## config.mk

```make
export PLATFORM = sky130hd
export DESIGN_NAME = cordic_ctrl
export DESIGN_NICKNAME = d
export VERILOG_FILES = /design/src/rtl/cordic_ctrl.sv
export SDC_FILE = /design/constraint.sdc
export NUM_CORES = 1
export LEC_CHECK = 0
export ABC_AREA = 0
export CELL_PAD_IN_SITES_DETAIL_PLACEMENT = 1
export CELL_PAD_IN_SITES_GLOBAL_PLACEMENT = 2
export CORE_MARGIN = 2
export CORE_UTILIZATION = 26
export DETAILED_ROUTE_END_ITERATION = 8
export GPL_TIMING_DRIVEN = 0
export PLACE_DENSITY = 0.77
export RECOVER_POWER = 100
export SLEW_MARGIN = 10
export SYNTH_ARGS = -nofsm -noshare
export SYNTH_HDL_FRONTEND = slang
export SYNTH_SLANG_ARGS = --single-unit
```

## constraint.sdc

```tcl
create_clock -name i_clk -period 2.1 [get_ports i_clk]
set_input_delay 0.21 -clock i_clk [delete_from_list [all_inputs] [get_ports i_clk]]
set_output_delay 0.21 -clock i_clk [all_outputs]
set_load 0.02 [all_outputs]
```

## src/rtl/cordic_ctrl.sv

```systemverilog
// Sequencing controller for the iterative CORDIC datapath: load, N-1 micro-rotations,
// X/Y scaled write-back, then a one-cycle done pulse. All outputs are Moore.
module cordic_ctrl #(
  parameter  int N  = 7,
  localparam int CW = (N > 1) ? $clog2(N) : 1
) (
  input  logic          i_clk,
  input  logic          i_rst,
  input  logic          i_start,
  output logic          o_ready,
  output logic          o_done,
  output logic [8:1]    o_c,
  output logic [CW-1:0] o_cnt
);

  typedef enum logic [2:0] {
    S_IDLE, S_LOAD, S_ITER, S_WR_X, S_WR_Y, S_DONE
  } state_t;

  localparam logic [CW-1:0] LAST_CNT = CW'(N - 1);
  localparam logic [CW-1:0] ITER_END = CW'((N > 1) ? N - 2 : 0);

  state_t        r_state, w_nxt;
  logic [CW-1:0] r_cnt;

  // The last ITER cycle advances the counter to N-1, which is exactly the
  // shift amount the write-back states present; it saturates there.
  always_ff @(posedge i_clk or negedge i_rst) begin
    if (!i_rst) begin
      r_state <= S_IDLE;
      r_cnt   <= '0;
    end else begin
      r_state <= w_nxt;
      if (w_nxt == S_LOAD)
        r_cnt <= '0;
      else if (r_state == S_ITER && r_cnt != LAST_CNT)
        r_cnt <= r_cnt + 1'b1;
    end
  end

  always_comb begin
    w_nxt = r_state;
    case (r_state)
      S_IDLE: if (i_start) w_nxt = S_LOAD;
      S_LOAD: w_nxt = (N > 1) ? S_ITER : S_WR_X;
      S_ITER: if (r_cnt == ITER_END) w_nxt = S_WR_X;
      S_WR_X: w_nxt = S_WR_Y;
      S_WR_Y: w_nxt = S_DONE;
      S_DONE: w_nxt = S_IDLE;
      default: w_nxt = S_IDLE;
    endcase
  end

  // c[8]=angle en, c[7]=Y en, c[6]=X en, c[5]=mid mux right, c[2]=work en, c[1]=load mux
  always_comb begin
    o_c     = 8'h00;
    o_cnt   = '0;
    o_ready = 1'b0;
    o_done  = 1'b0;
    case (r_state)
      S_IDLE: o_ready = 1'b1;
      S_LOAD: o_c = 8'h83;
      S_ITER: begin o_c = 8'h02; o_cnt = r_cnt; end
      S_WR_X: begin o_c = 8'h20; o_cnt = r_cnt; end
      S_WR_Y: begin o_c = 8'h50; o_cnt = r_cnt; end
      S_DONE: o_done = 1'b1;
      default: o_ready = 1'b0;
    endcase
  end

endmodule

```

==> results.md <==
* Outcome: complete, no violations
* I/O Pins at 16
* Seq/Total Area, Yosys at 33.4%
* Initial Util at 26.9%
* Clock sink count at 6
* Initial DRC Count at 1
* CP cell instances: buf_2 > nor3b_2 > buf_4 > dlygate4sd3_1
* Clock Pin Slew Worst Setup and Hold Paths at 40 ps
* Dpl ws at 363 ps
* Slowest CP cell: dlygate4sd3_1
* Vias at 357
* Vias/cell at 4.35
* First-pass GRT wire length at 1410 µm
* Crit path depth at 4
* CTS tree: built
* Fin crit share at 93.8%
* H-tree depth at 1
* Syn. warnings at 0
* Req. time, crit path at 1890 ps
* GP Congestion at 0.739
* Root Driver: clkbuf_4
* Total gr overflow at 0
* Die height at 45.6 µm
* Ys async rst share at 100%
* Final core utilization at 37.5%
* EDFF count, synth at 0
* Routed Antenna Nets at 0
* Share of layout cells above drive strength 1 at 23.1%
* Synthesized flop and latch total at 6
* Worst Max-Slew Pin Slew at 506 ps
* Logic gate share of total power at 66.2%
* Setup crit end kind: primary output
* Clock buffer depth at 2
* Mapped Cells at 48
* Peak per-stage delay on the critical path at 660 ps
* Placed insts at 79
* Switch Pwr at 0.401 mW
* Cell internal pwr at 0.520 mW
* Post-Syn Area per Cell at 9.36 µm²
* Largest net degree at the start of global routing at 11
* Layout Cells excl Fill at 82
* WS Path Type: flop to primary output
* Area delta synth->final at 39.3%
* Initial antenna violation count at 0
* RR Endpoint: r_cnt[2]
* Skew final at 2.08 ps
* Worst slew margin at 65.4%
* WP data arrival at 1760 ps
* Number of remaining DRC errors at 0
* Ys flop type: dfrtp_1
* Die Area at 2080 µm²
* Worst skew pair latency at 240 ps
* Worst setup margin at 131 ps
* Maximum vdd drop at 0.455 mV
* Routed len/inst at 10.9 µm
* Diode count at 0
* Total Nets Final at 73
* Total power at 0.921 mW
* Worst hold path class: primary input to asynchronous set/reset pin
* Die X at 45.6 µm
* Post-DP HPWL at 700 µm
* Post-CTS Setup Inserts at 0
* Worst reg2reg startpoint: r_cnt[0]
* IO buf count at 13
* Synth Cell Area at 449 µm²
* Core Area at 1670 µm²
* Critical path launch point type: flop
* Reg2reg setup slack at 600 ps
* Max-cap violation count at 0
* Vias in the first global route at 341
* Power per cell area at 1470 nW/µm²
* GR Util All Layers at 10.2%
* Total CTS buffers at 3
* WL final at 890 µm
* Clock share of power at 11.1%
* First-pass iteration count of the detailed router at 2
* Max Clk Rate at 508 MHz
* CP bufs+invs at 3
* Minimum clock period at 1970 ps
* Site Rows at 15
* Worst Reg2Reg Path Length in Cells at 4
* Leak at 0.299 nW
* Final Slew Violations at 0
* Sequential power share at 22.7%
* Synth cell types at 23
* Fin. Hold Viols at 0
* Crit-path max FO at 10
* Setup TNS at 0 ps
* Setup violators final at 0
* CP delay by family, top: buffers and inverters
* Switching share of power at 43.6%
* RSZ-0062 raised after global routing: no
==> final cells by class <==
| type | instances | area, µm² |
|---|---|---|
| fillers | 189 | 1040 |
| multi-input cells | 33 | 236 |
| flip-flops and latches | 6 | 150 |
| repair buffers | 13 | 130 |
| plain buffers | 7 | 53.8 |
| clock buffers | 3 | 22.5 |
| well taps | 17 | 21.3 |
| inverters | 3 | 11.3 |
==> stage by stage <==
| step | area (µm²) | hold WS, ps |
|---|---|---|
| floorplan | 453 | -85.6 |
| global placement | 604 | 474 |
| detailed placement | 604 | 465 |
| CTS | 627 | 201 |
| global route | 626 | 273 |
| finish | 626 | 275 |
==> repair_timing <==
| item | 4_1_cts | 5_1_grt |
|---|---|---|
| endpoints found under the setup margin | 0 | 1 |
| hold buffers | 0 | 0 |
| resized for setup | 0 | 1 |
| endpoints found under the hold margin | 0 | 0 |
==> metal layers <==
layer	share of wire, %	track usage (%)
met3	1.1	2.38
met5	0	0
met4	2.5	12.4
met1	48	12.4
met2	48	13.2
==> power by group through the flow <==
stage               combinational (mW)  sequential [mW]  clock, mW
floorplan                        0.430            0.201          0
global placement                 0.641            0.211          0
detailed placement               0.647            0.212          0
CTS                              0.650            0.211      0.111
global route                     0.678            0.216      0.121
finish                           0.609            0.209      0.103
==> registers in the layout (all words and copies together), names as in the netlist <==
| name | count |
|---|---|
| r_cnt | 3 |
| r_state | 3 |
==> worst max path at each step <==
stage                          start  slack [ps]        to
after CTS                 r_state[2]          90    o_c[8]
after global routing      r_state[1]          30  o_cnt[2]
final                     r_state[2]         130    o_c[8]
after global placement    r_state[2]         360    o_c[8]
after detailed placement  r_state[2]         360    o_c[8]
after floorplan           r_state[2]         530    o_c[8]
==> worst register-to-register path, stage by stage (launching register included) <==
cell and delay [ps]:
dfrtp_1 410, inv_1 90, ha_1 220, a2111oi_0 470, mux2i_1 230
==> synth_stat cells (all sizes together) (2+ instances only) <==
library cell	n	area share, %
ha	3	8.4
nand2	3	2.5
inv	3	2.5
dfrtp	6	33
nor2b	2	2.8
a211oi	2	3.3
nor2	5	4.2
buf	7	12
and2	2	2.8
nor3	2	2.2
mux2i	3	6.7
==> layout by cell type (no fill, tap or decap), types with 2 or more instances in the layout <==
| cell type | instances |
|---|---|
| clkdlybuf4s50_1 | 5 |
| nor3_1 | 2 |
| buf_4 | 5 |
| and2_1 | 2 |
| nor2b_1 | 2 |
| inv_1 | 3 |
| mux2i_1 | 3 |
| nand2_1 | 3 |
| dlygate4sd3_1 | 8 |
| nor2_1 | 5 |
| a211oi_1 | 2 |
| clkbuf_4 | 3 |
| ha_1 | 3 |
| conb_1 | 2 |
| dfrtp_1 | 6 |
==> kinds of logic (layout without fill, tap and decap cells) <==
kind of cell / count (synthesis) / after routing / share of synthesized area [%]
fa+ha+maj: 3 / 3 / 8.36
xor+xnor: 1 / 1 / 1.95
simple gates: 20 / 20 / 26.5
compound gates: 4 / 4 / 7.80
buf+inv: 10 / 26 / 14.5
other cells: 1 / 2 / 0.835
flops: 6 / 6 / 33.4
mux: 3 / 3 / 6.69
(Power assumes the default switching activity.)
